==> src/rtl/m3uart_cmd_rx_if.sv <==
// rtl/m3uart_cmd_rx_if.sv - serial pad input and decoded command outputs of the UART command receiver
interface m3uart_cmd_rx_if;
    logic       uRx;
    logic [7:0] rxByte;
    logic       rxValid;
    logic       frameErr;
    logic       cmdErr;
    logic       m3start;
    logic       m3forceStop;
    logic       m3invRotate;
    logic       m3freqINC;
    logic       m3freqDEC;

    modport master (
        output uRx,
        input  rxByte, rxValid, frameErr, cmdErr,
        input  m3start, m3forceStop, m3invRotate, m3freqINC, m3freqDEC
    );

    modport slave (
        input  uRx,
        output rxByte, rxValid, frameErr, cmdErr,
        output m3start, m3forceStop, m3invRotate, m3freqINC, m3freqDEC
    );
endinterface

==> src/rtl/m3uart_cmd_rx.sv <==
// rtl/m3uart_cmd_rx.sv - 8N1 UART receiver decoding single-character motor commands
module m3uart_cmd_rx #(
    parameter int CLKS_PER_BIT = 434,
    parameter int HALF_BIT     = 217
) (
    input  logic            clk50mhz,
    input  logic            reset,
    m3uart_cmd_rx_if.slave  bus
);

    typedef enum logic [2:0] {
        S_IDLE,
        S_START,
        S_DATA,
        S_STOP,
        S_BRKWAIT
    } state_t;

    localparam logic [8:0] CNT_BIT_LAST  = 9'(CLKS_PER_BIT - 1);
    localparam logic [8:0] CNT_HALF_LAST = 9'(HALF_BIT - 1);

    state_t     r_state;
    logic       r_rx_meta;
    logic       r_rx_s;
    logic [8:0] r_cnt;
    logic [2:0] r_bit_idx;
    logic [7:0] r_shift;
    logic [7:0] r_rx_byte;
    logic       r_rx_valid;
    logic       r_frame_err;
    logic       r_cmd_err;
    logic       r_start;
    logic       r_force_stop;
    logic       r_inv_rotate;
    logic       r_freq_inc;
    logic       r_freq_dec;

    always_ff @(posedge clk50mhz) begin
        if (reset) begin
            r_state      <= S_IDLE;
            r_rx_meta    <= 1'b1;
            r_rx_s       <= 1'b1;
            r_cnt        <= '0;
            r_bit_idx    <= '0;
            r_shift      <= '0;
            r_rx_byte    <= '0;
            r_rx_valid   <= 1'b0;
            r_frame_err  <= 1'b0;
            r_cmd_err    <= 1'b0;
            r_start      <= 1'b0;
            r_force_stop <= 1'b0;
            r_inv_rotate <= 1'b0;
            r_freq_inc   <= 1'b0;
            r_freq_dec   <= 1'b0;
        end else begin
            r_rx_meta   <= bus.uRx;
            r_rx_s      <= r_rx_meta;
            r_rx_valid  <= 1'b0;
            r_frame_err <= 1'b0;
            r_cmd_err   <= 1'b0;
            r_freq_inc  <= 1'b0;
            r_freq_dec  <= 1'b0;

            case (r_state)
                S_IDLE: begin
                    r_cnt <= '0;
                    if (!r_rx_s) begin
                        // The detect cycle is already cycle 0 of the start bit.
                        r_state <= S_START;
                        r_cnt   <= 9'd1;
                    end
                end
                S_START: begin
                    if (r_cnt == CNT_HALF_LAST) begin
                        r_cnt     <= '0;
                        r_bit_idx <= '0;
                        r_state   <= r_rx_s ? S_IDLE : S_DATA;
                    end else begin
                        r_cnt <= r_cnt + 9'd1;
                    end
                end
                S_DATA: begin
                    if (r_cnt == CNT_BIT_LAST) begin
                        r_cnt   <= '0;
                        r_shift <= {r_rx_s, r_shift[7:1]};
                        if (r_bit_idx == 3'd7) begin
                            r_state <= S_STOP;
                        end else begin
                            r_bit_idx <= r_bit_idx + 3'd1;
                        end
                    end else begin
                        r_cnt <= r_cnt + 9'd1;
                    end
                end
                S_STOP: begin
                    if (r_cnt == CNT_BIT_LAST) begin
                        r_cnt <= '0;
                        if (r_rx_s) begin
                            r_rx_byte  <= r_shift;
                            r_rx_valid <= 1'b1;
                            r_state    <= S_IDLE;
                            case (r_shift)
                                8'h53: if (!r_force_stop) r_start <= 1'b1;
                                8'h50: r_start <= 1'b0;
                                8'h58: begin
                                    r_force_stop <= 1'b1;
                                    r_start      <= 1'b0;
                                end
                                8'h43: r_force_stop <= 1'b0;
                                8'h52: r_inv_rotate <= ~r_inv_rotate;
                                8'h2B: r_freq_inc   <= 1'b1;
                                8'h2D: r_freq_dec   <= 1'b1;
                                default: r_cmd_err  <= 1'b1;
                            endcase
                        end else begin
                            r_frame_err <= 1'b1;
                            r_state     <= S_BRKWAIT;
                        end
                    end else begin
                        r_cnt <= r_cnt + 9'd1;
                    end
                end
                S_BRKWAIT: begin
                    if (r_rx_s) r_state <= S_IDLE;
                end
                default: r_state <= S_IDLE;
            endcase
        end
    end

    assign bus.rxByte      = r_rx_byte;
    assign bus.rxValid     = r_rx_valid;
    assign bus.frameErr    = r_frame_err;
    assign bus.cmdErr      = r_cmd_err;
    assign bus.m3start     = r_start;
    assign bus.m3forceStop = r_force_stop;
    assign bus.m3invRotate = r_inv_rotate;
    assign bus.m3freqINC   = r_freq_inc;
    assign bus.m3freqDEC   = r_freq_dec;

endmodule

==> src/flat_wrapper.sv <==
// flat-port wrapper written by rule: the top's interface ports become plain ports
module m3uart_cmd_rx_flat 
#(
    parameter int CLKS_PER_BIT = 434,
    parameter int HALF_BIT     = 217
)
  (clk50mhz, reset, bus_uRx, bus_rxByte, bus_rxValid, bus_frameErr, bus_cmdErr, bus_m3start, bus_m3forceStop, bus_m3invRotate, bus_m3freqINC, bus_m3freqDEC);
  m3uart_cmd_rx_if bus_i ();
  input  logic clk50mhz;
  input  logic reset;
  input wire logic [$bits(bus_i.uRx)-1:0] bus_uRx;
  output wire logic [$bits(bus_i.rxByte)-1:0] bus_rxByte;
  output wire logic [$bits(bus_i.rxValid)-1:0] bus_rxValid;
  output wire logic [$bits(bus_i.frameErr)-1:0] bus_frameErr;
  output wire logic [$bits(bus_i.cmdErr)-1:0] bus_cmdErr;
  output wire logic [$bits(bus_i.m3start)-1:0] bus_m3start;
  output wire logic [$bits(bus_i.m3forceStop)-1:0] bus_m3forceStop;
  output wire logic [$bits(bus_i.m3invRotate)-1:0] bus_m3invRotate;
  output wire logic [$bits(bus_i.m3freqINC)-1:0] bus_m3freqINC;
  output wire logic [$bits(bus_i.m3freqDEC)-1:0] bus_m3freqDEC;
  assign bus_i.uRx = bus_uRx;
  assign bus_rxByte = bus_i.rxByte;
  assign bus_rxValid = bus_i.rxValid;
  assign bus_frameErr = bus_i.frameErr;
  assign bus_cmdErr = bus_i.cmdErr;
  assign bus_m3start = bus_i.m3start;
  assign bus_m3forceStop = bus_i.m3forceStop;
  assign bus_m3invRotate = bus_i.m3invRotate;
  assign bus_m3freqINC = bus_i.m3freqINC;
  assign bus_m3freqDEC = bus_i.m3freqDEC;
  m3uart_cmd_rx #(.CLKS_PER_BIT(CLKS_PER_BIT), .HALF_BIT(HALF_BIT)) u_core (.clk50mhz(clk50mhz), .reset(reset), .bus(bus_i));
endmodule
==> config.mk <==
export PLATFORM = sky130hd
export DESIGN_NAME = m3uart_cmd_rx_flat
export DESIGN_NICKNAME = d
export VERILOG_FILES = /design/src/rtl/m3uart_cmd_rx_if.sv /design/src/rtl/m3uart_cmd_rx.sv /design/src/flat_wrapper.sv
export SDC_FILE = /design/constraint.sdc
export NUM_CORES = 1
export LEC_CHECK = 0
export CAP_MARGIN = 15
export CORE_ASPECT_RATIO = 1.4
export CORE_MARGIN = 1
export CORE_UTILIZATION = 40
export CTS_CLUSTER_SIZE = 8
export DETAILED_ROUTE_END_ITERATION = 12
export PLACE_DENSITY = 0.7
export REMOVE_ABC_BUFFERS = 1
export SLEW_MARGIN = 20
export SYNTH_ARGS = -nofsm -noshare
export SYNTH_HDL_FRONTEND = slang
export SYNTH_SLANG_ARGS = --single-unit
==> constraint.sdc <==
create_clock -name clk50mhz -period 4.2 [get_ports clk50mhz]
set_clock_uncertainty 0.1 [all_clocks]
set_input_delay 1.05 -clock clk50mhz [delete_from_list [all_inputs] [get_ports clk50mhz]]
set_output_delay 1.05 -clock clk50mhz [all_outputs]
set_load 0.02 [all_outputs]
# Yosys cells after proc, flatten, opt, wreduce, memory -nomap -nowiden
# Index checks and enable logic that the tools add are counted.
[totals] ff_bits=41 inputBits=3 output_inout_bits=16 wordCells=85
[classes] n_eq_ne=22 add_sub_neg=2 n_mux=25 reduce_logical=17 n_bitwise=4
[ops] cell="$eq A8 B7 Y1 const B" n=5
[ops] cell="$mux W3" n=10
[ops] cell="$pmux W9 S3" n=1
[ops] cell="$mux W9" n=2
[ops] cell="$eq A8 B6 Y1 const B" n=2
[ops] cell="$pmux W3 S5" n=1
[ops] cell="$reduce_and A4 Y1" n=3
[ops] cell="$ne A2 B1 Y1 const B" n=5
[ops] cell="$add A9 B1 Y9 const B" n=1
[ops] cell="$eq A9 B8 Y1 const B" n=1
[ops] cell="$eq A9 B9 Y1 const B" n=1
[ops] cell="$mux W1" n=7
[ops] cell="$reduce_or A7 Y1" n=1
[ops] cell="$eq A3 B2 Y1 const B" n=2
[ops] cell="$eq A3 B3 Y1 const B" n=2
[ops] cell="$ne A2 B2 Y1 const B" n=3
[ops] cell="$pmux W3 S2" n=1
[ops] cell="$reduce_and A6 Y1" n=1
[ops] cell="$reduce_bool A2 Y1" n=3
[ops] cell="$reduce_and A5 Y1" n=1
[ops] cell="$not A1 Y1" n=4
[ops] cell="$pmux W1 S2" n=2
[ops] cell="$reduce_or A2 Y1" n=2
[ops] cell="$reduce_or A4 Y1" n=1
[ops] cell="other kinds (8)" n=8

# Longest topological paths before layout
# Gate-level depths: netlist of the first run.
[depth] word_depth=4 mapped_depth=8 ltp_nobuf=7

# Least setup slack after synthesis of the first run
# Ideal clock, no wire load.
[synth_path] path_type="input to register" start="input port reset" end="register u_core.r_state[2]" slack_ns=2.150 arrival_ns=1.863 required_time_ns=4.013 cell_stages=2 path_cell_list="or4b_2 -> o31ai_1"
[synth_lines] item="start: declaration" line_no="flat_wrapper.sv:10" text="input logic reset;"
[synth_lines] item="end signal: assignment" line_no="m3uart_cmd_rx.sv:77" text="r_state <= r_rx_s ? S_IDLE : S_DATA;"
[synth_lines] item="end: declaration" line_no="m3uart_cmd_rx.sv:22" text="state_t r_state;"

# Final worst setup path of the first run
[layout_path] start="register u_core.r_force_stop (netlist: u_core.bus.m3forceStop)" end="output port bus_m3forceStop"
[layout_lines] item="start: declaration" line_no="m3uart_cmd_rx.sv:33" text="logic r_force_stop;"
[layout_lines] item="start signal: assignment" line_no="m3uart_cmd_rx.sv:51" text="r_force_stop <= 1'b0;"
[layout_lines] item="start signal: assignment" line_no="m3uart_cmd_rx.sv:106" text="r_force_stop <= 1'b1;"
[layout_lines] item="start signal: assignment" line_no="m3uart_cmd_rx.sv:109" text="8'h43: r_force_stop <= 1'b0;"
[layout_lines] item="end: declaration" line_no="flat_wrapper.sv:17" text="output wire logic [$bits(bus_i.m3forceStop)-1:0] bus_m3forceStop;"
# No word-level cell between the ends.

==> metrics.csv, run 1 <==
stage,metric,value,unit
worst_setup_path,slowest_delay,0.61,ns
clock_tree,postCtsSetupRepairBufs,0,
clock_tree,cts-htree-levels,2,
logic_synthesis,synth_common_cells,"dfxtp_1 (41), nand2_1 (37), nor2_1 (26)",
logic_synthesis,yosys_warnings,0,
global_routing,grt_pass1_vias,1452,
floorplanning,num_io_pins,19,
global_routing,antenna_found_initial,0,
sta,tightest_slew,0.5651,ns
logic_synthesis,yosysTopAreaCellShare,43.79,%
sta,setup_viol,0,
worst_setup_path,end_kind,output port,
sta,rsz0062_at_grt,no,
floorplanning,fp.dieH,83.00,µm
finish,fillers,462,
clock_tree,clk_pin_slew_worst_paths,0.08,ns
logic_synthesis,synth_area_leader_cell,dfxtp_1,
worst_setup_path,cp.arrival,1.26,ns
clock_tree,cts_buffers,5,
logic_synthesis,avgSynthCellArea,8.330,µm²
worst_setup_path,slowest_stage,clkdlybuf4s50_1,
clock_tree,hold_buffers,0,
routing,wl_per_cell,11.89,µm
finish,area_growth,19.23,%
sta,fin_crit_sh,57.41,%
logic_synthesis,yosysSeqAreaShare,43.79,%
worst_setup_path,crit_chain,clkdlybuf4s50_1,
hold_path,hold_depth,1,
floorplanning,die_w,59.85,µm
worst_setup_path,path_class,flip-flop to output port,
placement,placed_area,0.002097,mm²
sta,layout_min_cycle_time,2.411,ns
finish,nets,248,
sta,slew_headroom,62.28,%
sta,hold_violations,0,
worst_setup_path,cp_max_fo,3,
clock_tree,cts_buffer_depth,2,
logic_synthesis,synth_edf_count,0,
logic_synthesis,async_reset_ff_share,0,%
routing,drc_errors,0,
sta,slew_viol_final,0,
global_routing,grt_use_total,16.34,%
routing,firstDrtPassIters,4,
worst_setup_path,worst-r2r-cell-count,6,
global_routing,grt_pass1_wl,6341,µm
finish,multi_input_area,988.4,µm²
clock_tree,clock-sinks,41,
clock_tree,cts_tree,built,
hold_path,min_to,u_core.r_rx_s,
placement,portBuffers,18,
clock_tree,cts_resized,0,
global_routing,overflow,0,
worst_setup_path,critPathTopFamily,buffers and inverters,
placement,gp_congestion,0.8334,
finish,fin_area,0.002235,mm²
global_routing,grt_max_degree,40,
hold_path,holdCritPathClass,flip-flop to flip-flop,
worst_setup_path,cp_num_buf_inv,1,
pwr,vdd_drop_max,0.2367,mV
placement,place_hpwl,2485,µm
floorplanning,rows,29,
hold_path,min_from,u_core.r_rx_meta,
floorplanning,start_util,41.66,%
run_status,status,"finished, final reports clean",
routing,vias_per_cell,5.254,
sta,finalSetupTns,0,ns
finish,num_antenna_cells,0,
logic_synthesis,syn_area,0.001874,mm²
logic_synthesis,ys_top_cells_by_area,"dfxtp_1 (44%), nand2_1 (7.4%), nor2_1 (5.2%)",
routing,ant_nets,0,
routing,drt-total-wl,3603,µm
finish,regArea,820.8,µm²
worst_setup_path,critPathLaunchType,flip-flop,
pwr,p_leak,0.8134,nW
worst_setup_path,r2r_end,u_core.bus.m3invRotate,
routing,vias,1592,
logic_synthesis,yosysMostFrequentCell,dfxtp_1,
clock_tree,insertion_delay,0.30,ns
clock_tree,clk_root_buffer_cell,clkbuf_8,
worst_setup_path,reg2reg_slack,1.92,ns
sta,max_freq,0.4147,GHz
worst_setup_path,cp.required,3.05,ns
floorplanning,core,0.004499,mm²
logic_synthesis,synthCells,225,
logic_synthesis,ys.flop_type,dfxtp_1,
floorplanning,die-area,0.004967,mm²
worst_setup_path,reg2reg_from,u_core.r_cnt[0],
run,drv_cap,0,
finish,drive_gt1_share,7.469,%
pwr,p_per_area,371.6,mW/mm²
routing,drt_iter0_drc,41,
logic_synthesis,ys_ff_latch,41,
logic_synthesis,synth_cell_type_count,42,
==> layer usage <==
| layer | GRT usage (%) | up-vias | routed length, µm |
|---|---|---|---|
| met5 | 0 | - | 0 |
| met2 | 27.17 | 27 | 1825 |
| met4 | 7.400 | 0 | 57 |
| met1 | 19.78 | 736 | 1627 |
| met3 | 2.960 | 5 | 93 |
| li1 | - | 824 | - |
==> cell type report <==
type	count	share of cell area, %
Tap cell	62	3.471
Timing Repair Buffer	20	8.735
Sequential cell	41	36.73
Multi-Input combinational cell	168	44.23
Inverter	4	0.6719
Clock inverter	3	3.080
Clock buffer	5	3.080
==> cell usage in the layout, fill, tap and decap left out, types with 2 or more instances in the layout <==
master / count
clkbuf_8: 5
a21oi_1: 14
or3b_1: 2
inv_1: 4
clkdlybuf4s50_1: 18
o22ai_1: 2
dfxtp_1: 41
nand3b_1: 2
or3_1: 4
ha_1: 5
nor2b_1: 2
nand2b_1: 3
nand2_1: 37
o32ai_1: 2
nor3_1: 4
mux2i_1: 9
buf_4: 2
or2_2: 5
a31oi_1: 7
nand3_1: 13
nor2_1: 26
a22oi_1: 4
bufinv_16: 2
o21ai_0: 2
or4_1: 3
and4b_1: 2
xnor2_1: 2
nor4_1: 3
==> stage by stage <==
stage / utilization (%) / power, mW / instances / setup slack (ns) / hold slack (ns)
2_1_floorplan: - / 0.4370 / 213 / 1.820 / 0.2895
5_1_grt: 49.67 / 0.8622 / 303 / 1.735 / 0.3306
3_5_place_dp: 46.61 / 0.4578 / 295 / 1.643 / 0.2940
6_report: 49.67 / 0.8304 / 303 / 1.789 / 0.3270
4_1_cts: 49.67 / 0.8387 / 303 / 1.781 / 0.3284
3_3_place_gp: 46.61 / 0.4569 / 295 / 1.693 / 0.2951
==> cells by family after synthesis <==
group	share of synthesized area, %
muxes	4.807
buffers and inverters	3.471
adders and majority gates	3.338
DFF	43.79
xor gates and xnor gates	1.402
and+or+nand+nor	31.58
AOI/OAI and AO/OA	11.62
==> flip-flops by register name (all words and copies together) (netlist names), 3 cells and up <==
signal / cells
u_core.r_cnt: 9
u_core.r_bit_idx: 3
u_core.r_state: 3
u_core.bus.rxByte: 8
u_core.r_shift: 8
==> worst max-delay path by stage <==
stage,startpoint,to,slack (ns),cells after the start
after floorplan,u_core.r_state[2],u_core.r_cnt[7],1.82,4
after global placement,reset,u_core.bus.m3freqDEC,1.69,4
after detailed placement,reset,u_core.bus.m3freqDEC,1.64,4
after CTS,u_core.bus.m3forceStop,bus_m3forceStop,1.78,1
after global routing,u_core.bus.m3forceStop,bus_m3forceStop,1.74,1
final,u_core.bus.m3forceStop,bus_m3forceStop,1.79,1
==> report_power, final <==
group	internal, mW	switching (mW)
clock network	0.239	0.143
logic	0.0173	0.0310
registers	0.393	0.00721
total	0.650	0.181
(Power assumes the default switching activity.)
==> run 2, diff against run 1 <==
==> constraint.sdc (replaced) <==
create_clock -name clk50mhz -period 2.29 [get_ports clk50mhz]
set_clock_uncertainty 0.1 [all_clocks]
set_input_delay 0.5725 -clock clk50mhz [delete_from_list [all_inputs] [get_ports clk50mhz]]
set_output_delay 0.5725 -clock clk50mhz [all_outputs]
set_load 0.02 [all_outputs]
==> run 2 against run 1 <==
- worst setup slack worse by 1.5 ns
- utilization increased by 0.19 points
- non-clock buffer count up 5
- worst hold slack got worse by 0.011 ns
- clock-buffer cell count rose by 1
- combinational power is 100% higher
- final cell count up 1.7%
- register-to-register slack got worse by 1.7 ns
- wire length up 8.3%
==> metrics.csv, run 2 (synthesis gave the netlist of run 1 again) <==
stage,metric,value,unit
finish,largest_reg_flops,9,
placement,place_hpwl,2654,µm
clock_tree,clock-sinks,41,
floorplanning,fp.dieH,83.00,µm
finish,nets,253,
worst_setup_path,end_kind,flip-flop,
worst_setup_path,reg2reg_slack,0.27,ns
finish,drive_gt1_share,9.350,%
finish,multi_input_area,988.4,µm²
pwr,p_switching,0.3259,mW
pwr,p_per_area,592.6,mW/mm²
clock_tree,clk_pin_slew_worst_paths,0.08,ns
sta,fin_crit_sh,88.26,%
global_routing,overflow,0,
pwr,swShare,24.51,%
routing,drc_errors,0,
finish,fillers,459,
clock_tree,cts-htree-levels,2,
clock_tree,cts_tree,built,
floorplanning,core,0.004499,mm²
pwr,p_leak,0.8248,nW
sta,layout_min_cycle_time,2.021,ns
worst_setup_path,cp.arrival,2.15,ns
clock_tree,insertion_delay,0.29,ns
routing,drt-total-wl,3903,µm
floorplanning,rows,29,
worst_setup_path,critPathLaunchType,flip-flop,
sta,fin_ws,0.2688,ns
pwr,power.internal,1.004,mW
routing,wl_per_cell,12.67,µm
placement,gp_congestion,0.8136,
sta,slew_viol_final,0,
routing,vias,1653,
clock_tree,clk_root_buffer_cell,clkbuf_8,
hold_path,hold_depth,1,
worst_setup_path,worst-r2r-cell-count,7,
sta,slew_headroom,67.16,%
clock_tree,cts_resized,0,
hold_path,holdCritPathClass,flip-flop to flip-flop,
floorplanning,die_w,59.85,µm
worst_setup_path,path_class,flip-flop to flip-flop,
finish,utilization,49.86,%
floorplanning,start_util,41.66,%
sta,setup_viol,0,
clock_tree,hold_buffers,0,
routing,firstDrtPassIters,4,
routing,vias_per_cell,5.367,
global_routing,antenna_found_initial,0,
sta,hold_violations,0,
clock_tree,cts_buffers,5,
pwr,clkPwrFrac,37.4,%
global_routing,grt_max_degree,40,
worst_setup_path,cp_max_fo,5,
finish,regArea,820.8,µm²
sta,rsz0062_at_grt,no,
global_routing,grt_pass1_vias,1518,
routing,ant_nets,0,
placement,dp_slack,0.1877,ns
pwr,pwr-share-comb,7.4,%
global_routing,grt_pass1_wl,6748,µm
floorplanning,num_io_pins,19,
sta,max_freq,0.4948,GHz
worst_setup_path,cp.required,2.42,ns
pwr,vdd_drop_max,0.4819,mV
placement,portBuffers,18,
finish,final_cell_mix,"dfxtp_1 (41), nand2_1 (37), nor2_1 (26)",
clock_tree,postCtsSetupRepairBufs,0,
finish,num_antenna_cells,0,
clock_tree,cts_buffer_depth,2,
routing,drt_iter0_drc,69,
finish,final_common_cell,dfxtp_1,
sta,tightest_slew,0.4911,ns
global_routing,grt_use_total,17.36,%
pwr,seqPwrFrac,55.2,%
run_status,status,"finished, final reports clean",
floorplanning,die-area,0.004967,mm²
finish,area_growth,19.69,%
run,drv_cap,0,
finish,regMostFlops,u_core.r_cnt,
[run 2: cell count changes in the layout (fill, tap and decap cells not counted)]
| cell | before | now |
|---|---|---|
| inv_6 | 1 | 0 |
| buf_4 | 2 | 6 |
| clkinv_4 | 0 | 1 |
| clkinv_2 | 0 | 1 |
| clkbuf_8 | 5 | 6 |
| buf_12 | 0 | 1 |
| bufinv_16 | 2 | 0 |
[run 2: area by class of cell]
type / instances / share of cell area (%)
clock buffers: 6 / 3.681
multi-input cells: 168 / 44.06
flip-flops and latches: 41 / 36.59
clock inverters: 2 / 0.6135
well taps: 62 / 3.458
repair buffers: 25 / 10.93
inverters: 4 / 0.6693
[run 2: layer usage]
metal | share of wire [%] | vias up | track usage, %
met5 | 0 | - | 0
met1 | 44 | 769 | 20.80
met3 | 3.3 | 13 | 3.738
li1 | - | 833 | -
met4 | 1.7 | 0 | 5.708
met2 | 51 | 38 | 29.70
[run 2: power groups by stage]
stage | logic, mW | registers, mW | clock network (mW)
floorplan | 0.0545 | 0.747 | 0
global placement | 0.0950 | 0.750 | 0
detailed placement | 0.0969 | 0.750 | 0
CTS | 0.0980 | 0.734 | 0.512
global route | 0.111 | 0.736 | 0.543
finish | 0.0984 | 0.734 | 0.497
[run 2: per-stage QoR]
stage | hold WS (ns) | total power [mW] | setup TNS (ns) | std cells | area (µm²)
after detailed placement | 0.2996 | 0.8472 | 0 | 300 | 2147
after floorplan | 0.2895 | 0.8015 | -0.09047 | 213 | 1824
after CTS | 0.3199 | 1.344 | 0 | 308 | 2243
after global placement | 0.2936 | 0.8453 | 0 | 300 | 2147
final | 0.3161 | 1.329 | 0 | 308 | 2243
after global routing | 0.3400 | 1.390 | 0 | 308 | 2243
[run 2: path summary, 6_finish.rpt]
kind	start	endpoint
max reg2reg	u_core.r_cnt[0]	u_core.r_state[0]
min reg2reg	u_core.r_rx_meta	u_core.r_rx_s
max	u_core.r_cnt[0]	u_core.r_state[0]
min	u_core.r_rx_meta	u_core.r_rx_s
[run 2: critical path: stages, from the launching register on]
cell	delay (ns)
dfxtp_1	0.35
inv_1	0.09
ha_1	0.13
or4b_1	0.45
nor2_1	0.11
o22ai_1	0.11
or4_1	0.49
a21oi_1	0.13
